==> config.mk <==
export PLATFORM = sky130hd
export DESIGN_NAME = hilo_mdu
export DESIGN_NICKNAME = d
export VERILOG_FILES = /design/src/rtl/hilo_mdu_pkg.sv /design/src/rtl/hilo_mdu_div_radix2.sv /design/src/rtl/hilo_mdu.sv
export SDC_FILE = /design/constraint.sdc
export NUM_CORES = 2
export LEC_CHECK = 0
export ABC_AREA = 1
export CAP_MARGIN = 20
export CORE_ASPECT_RATIO = 0.9
export CORE_MARGIN = 2
export CORE_UTILIZATION = 25
export CTS_CLUSTER_SIZE = 10
export DETAILED_ROUTE_END_ITERATION = 8
export HOLD_SLACK_MARGIN = 0.12
export PLACE_DENSITY = 0.36
export SETUP_SLACK_MARGIN = 0.5
export SLEW_MARGIN = 15
export SYNTH_ARGS = -nofsm -noshare
export SYNTH_HDL_FRONTEND = slang
export SYNTH_SLANG_ARGS = --single-unit
==> constraint.sdc <==
create_clock -name clk -period 10.5 [get_ports clk]
set_input_delay 1.05 -clock clk [delete_from_list [all_inputs] [get_ports clk]]
set_output_delay 1.05 -clock clk [all_outputs]
set_load 0.02 [all_outputs]
==> src/rtl/hilo_mdu_pkg.sv <==
// ---------------------------------------------------------------------------
// hilo_mdu_pkg
// Shared definitions for the HI/LO multiply/divide unit and for any block that
// decodes ALU control codes: operand width, MDU op codes, and the FSM state
// encoding.
// ---------------------------------------------------------------------------
package hilo_mdu_pkg;

    localparam int XLEN = 32;

    // MDU operation codes carried on the 6-bit ALU control bus
    localparam logic [5:0] OP_MFHI  = 6'd16;
    localparam logic [5:0] OP_MTHI  = 6'd17;
    localparam logic [5:0] OP_MFLO  = 6'd18;
    localparam logic [5:0] OP_MTLO  = 6'd19;
    localparam logic [5:0] OP_MULT  = 6'd24;
    localparam logic [5:0] OP_MULTU = 6'd25;
    localparam logic [5:0] OP_DIV   = 6'd26;
    localparam logic [5:0] OP_DIVU  = 6'd27;
    localparam logic [5:0] OP_MUL   = 6'd51;

    typedef enum logic [1:0] {
        ST_IDLE    = 2'd0,
        ST_MUL     = 2'd1,
        ST_DIV     = 2'd2,
        ST_DIV_FIX = 2'd3
    } mdu_state_t;

    function automatic logic is_mdu_op(input logic [5:0] code);
        case (code)
            OP_MFHI, OP_MTHI, OP_MFLO, OP_MTLO,
            OP_MULT, OP_MULTU, OP_DIV, OP_DIVU, OP_MUL: is_mdu_op = 1'b1;
            default:                                     is_mdu_op = 1'b0;
        endcase
    endfunction

endpackage

==> src/rtl/hilo_mdu_div_radix2.sv <==
// ---------------------------------------------------------------------------
// div_radix2
// Iterative radix-2 restoring divider. Operands are converted to magnitudes
// at start, one quotient bit is produced per cycle for XLEN cycles, and the
// following cycle (valid=1) presents the sign-corrected results.
//   clk, rst_n          clock, asynchronous active-low reset
//   start               load new operands and begin iterating
//   dividend, divisor   operands (sampled only on start)
//   is_signed           treat operands as two's complement
//   quotient, remainder final results, meaningful while valid=1
//   valid               one-cycle pulse after the last quotient bit
// ---------------------------------------------------------------------------
module div_radix2 #(
    parameter int XLEN = 32
) (
    input  logic            clk,
    input  logic            rst_n,
    input  logic            start,
    input  logic [XLEN-1:0] dividend,
    input  logic [XLEN-1:0] divisor,
    input  logic            is_signed,
    output logic [XLEN-1:0] quotient,
    output logic [XLEN-1:0] remainder,
    output logic            valid
);
    localparam int CW = $clog2(XLEN);

    logic [CW-1:0]   cnt;
    logic            running;
    logic            fix;
    logic [XLEN-1:0] quo;
    logic [XLEN-1:0] rem;
    logic [XLEN-1:0] dvsr;
    logic [XLEN-1:0] dvd_orig;
    logic            neg_q;
    logic            neg_r;
    logic            div0;

    logic [XLEN-1:0] dvd_abs;
    logic [XLEN-1:0] dvsr_abs;
    logic [XLEN:0]   rem_sh;
    logic [XLEN:0]   rem_sub;
    logic            ge;

    always_comb begin
        dvd_abs  = (is_signed && dividend[XLEN-1]) ? -dividend : dividend;
        dvsr_abs = (is_signed && divisor[XLEN-1])  ? -divisor  : divisor;
        // Shift the next dividend bit (MSB of the quotient register) into the
        // partial remainder, then try to subtract the divisor.
        rem_sh   = {rem, quo[XLEN-1]};
        rem_sub  = rem_sh - {1'b0, dvsr};
        ge       = (rem_sh >= {1'b0, dvsr});
    end

    always_ff @(posedge clk or negedge rst_n) begin
        if (!rst_n) begin
            cnt      <= '0;
            running  <= 1'b0;
            fix      <= 1'b0;
            quo      <= '0;
            rem      <= '0;
            dvsr     <= '0;
            dvd_orig <= '0;
            neg_q    <= 1'b0;
            neg_r    <= 1'b0;
            div0     <= 1'b0;
        end else if (start) begin
            cnt      <= '0;
            running  <= 1'b1;
            fix      <= 1'b0;
            quo      <= dvd_abs;
            rem      <= '0;
            dvsr     <= dvsr_abs;
            dvd_orig <= dividend;
            neg_q    <= is_signed & (dividend[XLEN-1] ^ divisor[XLEN-1]);
            neg_r    <= is_signed & dividend[XLEN-1];
            div0     <= (divisor == '0);
        end else if (running) begin
            rem <= ge ? rem_sub[XLEN-1:0] : rem_sh[XLEN-1:0];
            quo <= {quo[XLEN-2:0], ge};
            cnt <= cnt + CW'(1);
            if (cnt == CW'(XLEN - 1)) begin
                running <= 1'b0;
                fix     <= 1'b1;
            end
        end else begin
            fix <= 1'b0;
        end
    end

    // Divide by zero bypasses sign correction: all-ones quotient and the
    // untouched dividend as remainder. The most-negative / -1 case falls out
    // naturally: magnitude quotient 0x80..0 negates to itself.
    always_comb begin
        quotient  = div0 ? '1       : (neg_q ? -quo : quo);
        remainder = div0 ? dvd_orig : (neg_r ? -rem : rem);
        valid     = fix;
    end

endmodule

==> src/rtl/hilo_mdu.sv <==
// ---------------------------------------------------------------------------
// hilo_mdu
// Multiply/divide unit owning the architectural HI/LO registers.
//   clk, rst_n     clock, asynchronous active-low reset
//   start          EX-stage request valid for the code on AluControl
//   AluControl     6-bit ALU control code (MDU codes in hilo_mdu_pkg)
//   src_a, src_b   rs / rt operands
//   stall          request present but unit busy; not accepted this cycle
//   done           one-cycle pulse when mult/multu/mul/div/divu completes
//   result         mfhi/mflo data (same cycle) or mul product low half
//   hi, lo         architectural HI/LO registers
// Handshake: an MDU request is accepted on the rising edge where start=1 and
// the FSM is IDLE; while busy, start on an MDU code raises stall and the
// requester must hold the request until stall drops.
// ---------------------------------------------------------------------------
module hilo_mdu #(
    parameter int XLEN    = hilo_mdu_pkg::XLEN,
    parameter int MUL_LAT = 2
) (
    input  logic            clk,
    input  logic            rst_n,
    input  logic            start,
    input  logic [5:0]      AluControl,
    input  logic [XLEN-1:0] src_a,
    input  logic [XLEN-1:0] src_b,
    output logic            stall,
    output logic            done,
    output logic [XLEN-1:0] result,
    output logic [XLEN-1:0] hi,
    output logic [XLEN-1:0] lo
);
    import hilo_mdu_pkg::*;

    localparam int CNT_W = $clog2(XLEN + MUL_LAT);

    mdu_state_t      state, state_next;
    logic [CNT_W-1:0] cnt;
    logic [5:0]      op_q;
    logic [XLEN-1:0] a_q;
    logic [XLEN-1:0] b_q;

    logic            mdu_op;
    logic            accept;
    logic            mul_last;
    logic            mul_signed;
    logic [2*XLEN-1:0] ext_a, ext_b, prod;

    logic [XLEN-1:0] div_q, div_r;
    logic            div_valid;
    logic            div_start;

    assign mdu_op    = is_mdu_op(AluControl);
    assign accept    = start && mdu_op && (state == ST_IDLE);
    assign div_start = accept && ((AluControl == OP_DIV) || (AluControl == OP_DIVU));
    assign mul_last  = (state == ST_MUL) && (cnt == CNT_W'(MUL_LAT - 1));

    // Inline multiplier on the latched operands. Sign- or zero-extending to
    // 2*XLEN makes the low 2*XLEN bits of the product correct for both cases.
    always_comb begin
        mul_signed = (op_q != OP_MULTU);
        ext_a = mul_signed ? {{XLEN{a_q[XLEN-1]}}, a_q} : {{XLEN{1'b0}}, a_q};
        ext_b = mul_signed ? {{XLEN{b_q[XLEN-1]}}, b_q} : {{XLEN{1'b0}}, b_q};
        prod  = ext_a * ext_b;
    end

    div_radix2 #(.XLEN(XLEN)) u_div (
        .clk       (clk),
        .rst_n     (rst_n),
        .start     (div_start),
        .dividend  (src_a),
        .divisor   (src_b),
        .is_signed (AluControl == OP_DIV),
        .quotient  (div_q),
        .remainder (div_r),
        .valid     (div_valid)
    );

    always_comb begin
        state_next = state;
        done       = 1'b0;
        result     = '0;
        stall      = start && mdu_op && (state != ST_IDLE);
        case (state)
            ST_IDLE: begin
                if (start && (AluControl == OP_MFHI)) result = hi;
                if (start && (AluControl == OP_MFLO)) result = lo;
                if (accept) begin
                    case (AluControl)
                        OP_MULT, OP_MULTU, OP_MUL: state_next = ST_MUL;
                        OP_DIV, OP_DIVU:           state_next = ST_DIV;
                        default:                   state_next = ST_IDLE;
                    endcase
                end
            end
            ST_MUL: begin
                if (mul_last) begin
                    done       = 1'b1;
                    state_next = ST_IDLE;
                    if (op_q == OP_MUL) result = prod[XLEN-1:0];
                end
            end
            ST_DIV: begin
                if (cnt == CNT_W'(XLEN - 1)) state_next = ST_DIV_FIX;
            end
            ST_DIV_FIX: begin
                done       = div_valid;
                state_next = ST_IDLE;
            end
            default: state_next = ST_IDLE;
        endcase
    end

    always_ff @(posedge clk or negedge rst_n) begin
        if (!rst_n) begin
            state <= ST_IDLE;
            cnt   <= '0;
            op_q  <= '0;
            a_q   <= '0;
            b_q   <= '0;
            hi    <= '0;
            lo    <= '0;
        end else begin
            state <= state_next;
            if (accept) begin
                cnt  <= '0;
                op_q <= AluControl;
                a_q  <= src_a;
                b_q  <= src_b;
                if (AluControl == OP_MTHI) hi <= src_a;
                if (AluControl == OP_MTLO) lo <= src_a;
            end else if (state != ST_IDLE) begin
                cnt <= cnt + CNT_W'(1);
            end
            if (mul_last && (op_q != OP_MUL)) begin
                hi <= prod[2*XLEN-1:XLEN];
                lo <= prod[XLEN-1:0];
            end
            if ((state == ST_DIV_FIX) && div_valid) begin
                lo <= div_q;
                hi <= div_r;
            end
        end
    end

endmodule

==> results.json <==
{
  "postRouteAntennaNets": 0,
  "worstSetupPathType": "flop to output pin",
  "insertion_delay_ps": 610,
  "die_w_um": 551,
  "ys.flop_type": "dfrtp_1",
  "fin_crit_ps": 9860,
  "num_vias": 56300,
  "hold_viol_final": 0,
  "cp-start-kind": "flop",
  "fin_crit_sh": 0.939,
  "async_flop_share": 1.00,
  "grt_max_degree": 132,
  "drive_gt1_frac": 0.0703,
  "die_h_um": 496,
  "rsz0062_at_grt": "true",
  "grt_usage": 0.229,
  "max_freq_mhz": 101,
  "setup_ws_ps": 644,
  "drc": 0,
  "start_util": 0.251,
  "cts_buffer_depth": 3,
  "numCtsBuffers": 42,
  "syn-num-nets": 10400,
  "timing.critical_path.mode_cell": "fa_1",
  "ys_ff_latch": 280,
  "fin_cells": 12300,
  "yosys.cell_types.count": 58,
  "hp-class": "flop to flop",
  "clkTransAtPathRegs_ps": 60,
  "grt_pass1_vias": 59100,
  "arrival_ps": 8810,
  "critPathMaxFanout": 18,
  "n_fill_cell": 29000,
  "yosysWarnings": 0,
  "syn_avg_cell_area_um2": 7.86,
  "nets": 10500,
  "ios": 171,
  "finalWirelength_mm": 308,
  "core.rowCount": 180,
  "slew_viol_final": 0,
  "globalplace.congestion": 0.952,
  "cts.htree.levels": 2,
  "drt_first_pass_iters": 5,
  "cts.sinks": 280,
  "cp-end-kind": "output pin",
  "cp.required_ps": 9450,
  "syn_inst": 8556,
  "yosysSeqAreaShare": 0.104,
  "dieArea_um2": 273000,
  "syn_to_final_growth_pct": 14.1,
  "status": "complete, no violations",
  "relSlewSlack": 0.281,
  "setup-violations-final": 0,
  "cts-root-buf": "clkbuf_16",
  "grt_overflow": 0,
  "wl_per_cell_um": 25.1,
  "drtIter0Drc": 5090,
  "io_buffers": 170,
  "antenna_found_initial": 14,
  "coreArea_um2": 267000,
  "cpPeakStageDelay_ps": 670,
  "synth_area_um2": 67200,
  "pre_cts_slack_ps": -39.5,
  "fin_skew_ps": 37.7,
  "grt_pass1_wl_mm": 447,
  "drv_cap": 0,
  "cts_tree": "yes",
  "synth_edf_count": 0,
  "cts-hold-fix-buffers": 0,
  "dp.cells": 12200,
  "cp_slowest_cell": "fa_2",
  "worstMarginPinSlew_ps": 1080,
  "vias_per_cell": 4.59,
  "hpwl_mm": 261
}
==> cell usage after synthesis, types with 18 or more instances <==
library cell | instances | area [um2]
o211ai_1 | 19 | 143
a31oi_1 | 20 | 125
nand2_1 | 2043 | 7670
o221ai_1 | 26 | 228
ha_1 | 348 | 4350
nand3b_1 | 33 | 248
dfrtp_1 | 280 | 7010
a21oi_1 | 269 | 1350
fa_1 | 1420 | 28400
inv_2 | 18 | 67.6
nor2_1 | 338 | 1270
nor3_1 | 53 | 265
inv_1 | 2384 | 8950
buf_2 | 45 | 225
clkbuf_1 | 313 | 1170
xnor2_1 | 31 | 272
a22o_1 | 18 | 158
xor2_1 | 81 | 709
o21ai_0 | 288 | 1440
o22ai_1 | 46 | 288
nand3_1 | 239 | 1200
nand4_1 | 34 | 213
o21ai_1 | 50 | 250
==> kinds of logic (layout without fill, tap and decap cells) <==
| kind of cell | Yosys count | in the layout | share of synthesized area |
|---|---|---|---|
| AOI/OAI and AO/OA | 804 | 804 | 0.0675 |
| xor gates and xnor gates | 112 | 112 | 0.0146 |
| and+or+nand+nor | 2806 | 2806 | 0.169 |
| DFF | 280 | 280 | 0.104 |
| other | 0 | 4 | 0 |
| adders and majority gates | 1768 | 1768 | 0.488 |
| buffers and inverters | 2786 | 2949 | 0.157 |
==> state kept, by name, indices dropped and copies added (netlist names), 2 cells and up <==
name            flops
a_q                32
b_q                32
cnt                 6
hi                 32
lo                 32
op_q                6
state               2
u_div.cnt           5
u_div.dvd_orig     32
u_div.dvsr         32
u_div.quo          32
u_div.rem          32
==> through the flow <==
step           setup TNS (ps)  hold WS [ps]  cell area [um2]   util
6_report                    0           485            76700  0.287
5_1_grt                     0           495            76700  0.287
4_1_cts                     0           483            76000  0.284
3_5_place_dp            -39.5           467            74000  0.277
3_3_place_gp             -207           461            74000  0.277
2_1_floorplan               0           444            67200      -
==> critical path, delay by kind of cell, from the launching register on <==
| family | cells | cell delay [ps] |
|---|---|---|
| buffers and inverters | 9 | 1080 |
| adders and majority gates | 11 | 5100 |
| and+or+nand+nor | 3 | 480 |
| DFF | 1 | 480 |
| AOI/OAI and AO/OA | 5 | 1060 |
==> area by class of cell <==
| class | instances | area [um2] | share of cell area |
|---|---|---|---|
| Tap cell | 3549 | 4440 | 0.0579 |
| Sequential cell | 280 | 7080 | 0.0923 |
| Clock buffer | 57 | 1200 | 0.0156 |
| Multi-Input combinational cell | 5490 | 50300 | 0.656 |
| Inverter | 2405 | 9040 | 0.118 |
| Clock inverter | 19 | 302 | 0.00393 |
| Antenna cell | 4 | 10.0 | 0.000130 |
| Timing Repair Buffer | 468 | 4340 | 0.0566 |
==> layout by cell type (no fill, tap or decap), drive strengths merged, types with 10 or more instances in the layout <==
master | netlist | final
nand3 | 241 | 241
nor4 | 18 | 18
o21ai | 342 | 342
xnor2 | 31 | 31
clkdlybuf4s50 | 0 | 154
nand2 | 2050 | 2050
inv | 2402 | 2403
dfrtp | 280 | 280
o211ai | 19 | 19
xor2 | 81 | 81
nor2 | 353 | 353
buf | 68 | 298
or2 | 15 | 15
a21oi | 271 | 271
clkinv | 3 | 10
a31oi | 20 | 20
o221ai | 26 | 26
a21o | 16 | 16
fa | 1420 | 1420
o22ai | 46 | 46
nor3 | 60 | 60
a22o | 18 | 18
nand3b | 33 | 33
clkbuf | 313 | 64
nand4 | 34 | 34
ha | 348 | 348
==> repair_timing <==
action | in CTS | in global routing
setup buffers | 22 | 19
pin swaps | 1 | 12
hold endpoints to repair | 0 | 0
gates resized for setup | 141 | 146
gates cloned | 0 | 1
endpoints found under the setup margin | 33 | 43
==> path summary, 6_finish.rpt <==
check / startpoint / to / slack (ps) / depth (start not counted)
max: b_q[6]$_DFFE_PN0P_ / result[25] / 640 / 28
max in group asynchronous: rst_n / a_q[14]$_DFFE_PN0P_ / 8470 / 2
max reg2reg: op_q[2]$_DFFE_PN0P_ / hi[13]$_DFFE_PN0P_ / 870 / 38
min: u_div.dvd_orig[7]$_DFFE_PN0P_ / u_div.dvd_orig[7]$_DFFE_PN0P_ / 490 / 2
min reg2reg: u_div.dvd_orig[7]$_DFFE_PN0P_ / u_div.dvd_orig[7]$_DFFE_PN0P_ / 490 / 2
min in group asynchronous: rst_n / cnt[0]$_DFFE_PN0P_ / 540 / 1
==> metal layers <==
| layer | GRT usage | up-vias | wire length [um] |
|---|---|---|---|
| met4 | 0.0261 | 2 | 4180 |
| met2 | 0.315 | 1883 | 121000 |
| met3 | 0.0464 | 158 | 24800 |
| met1 | 0.368 | 29100 | 157000 |
| li1 | - | 25100 | - |
| met5 | 0 | - | 12 |
Power is left out: the tool's default activity adds up to more than one toggle a clock period on the data nets, which glitch-free logic cannot reach.
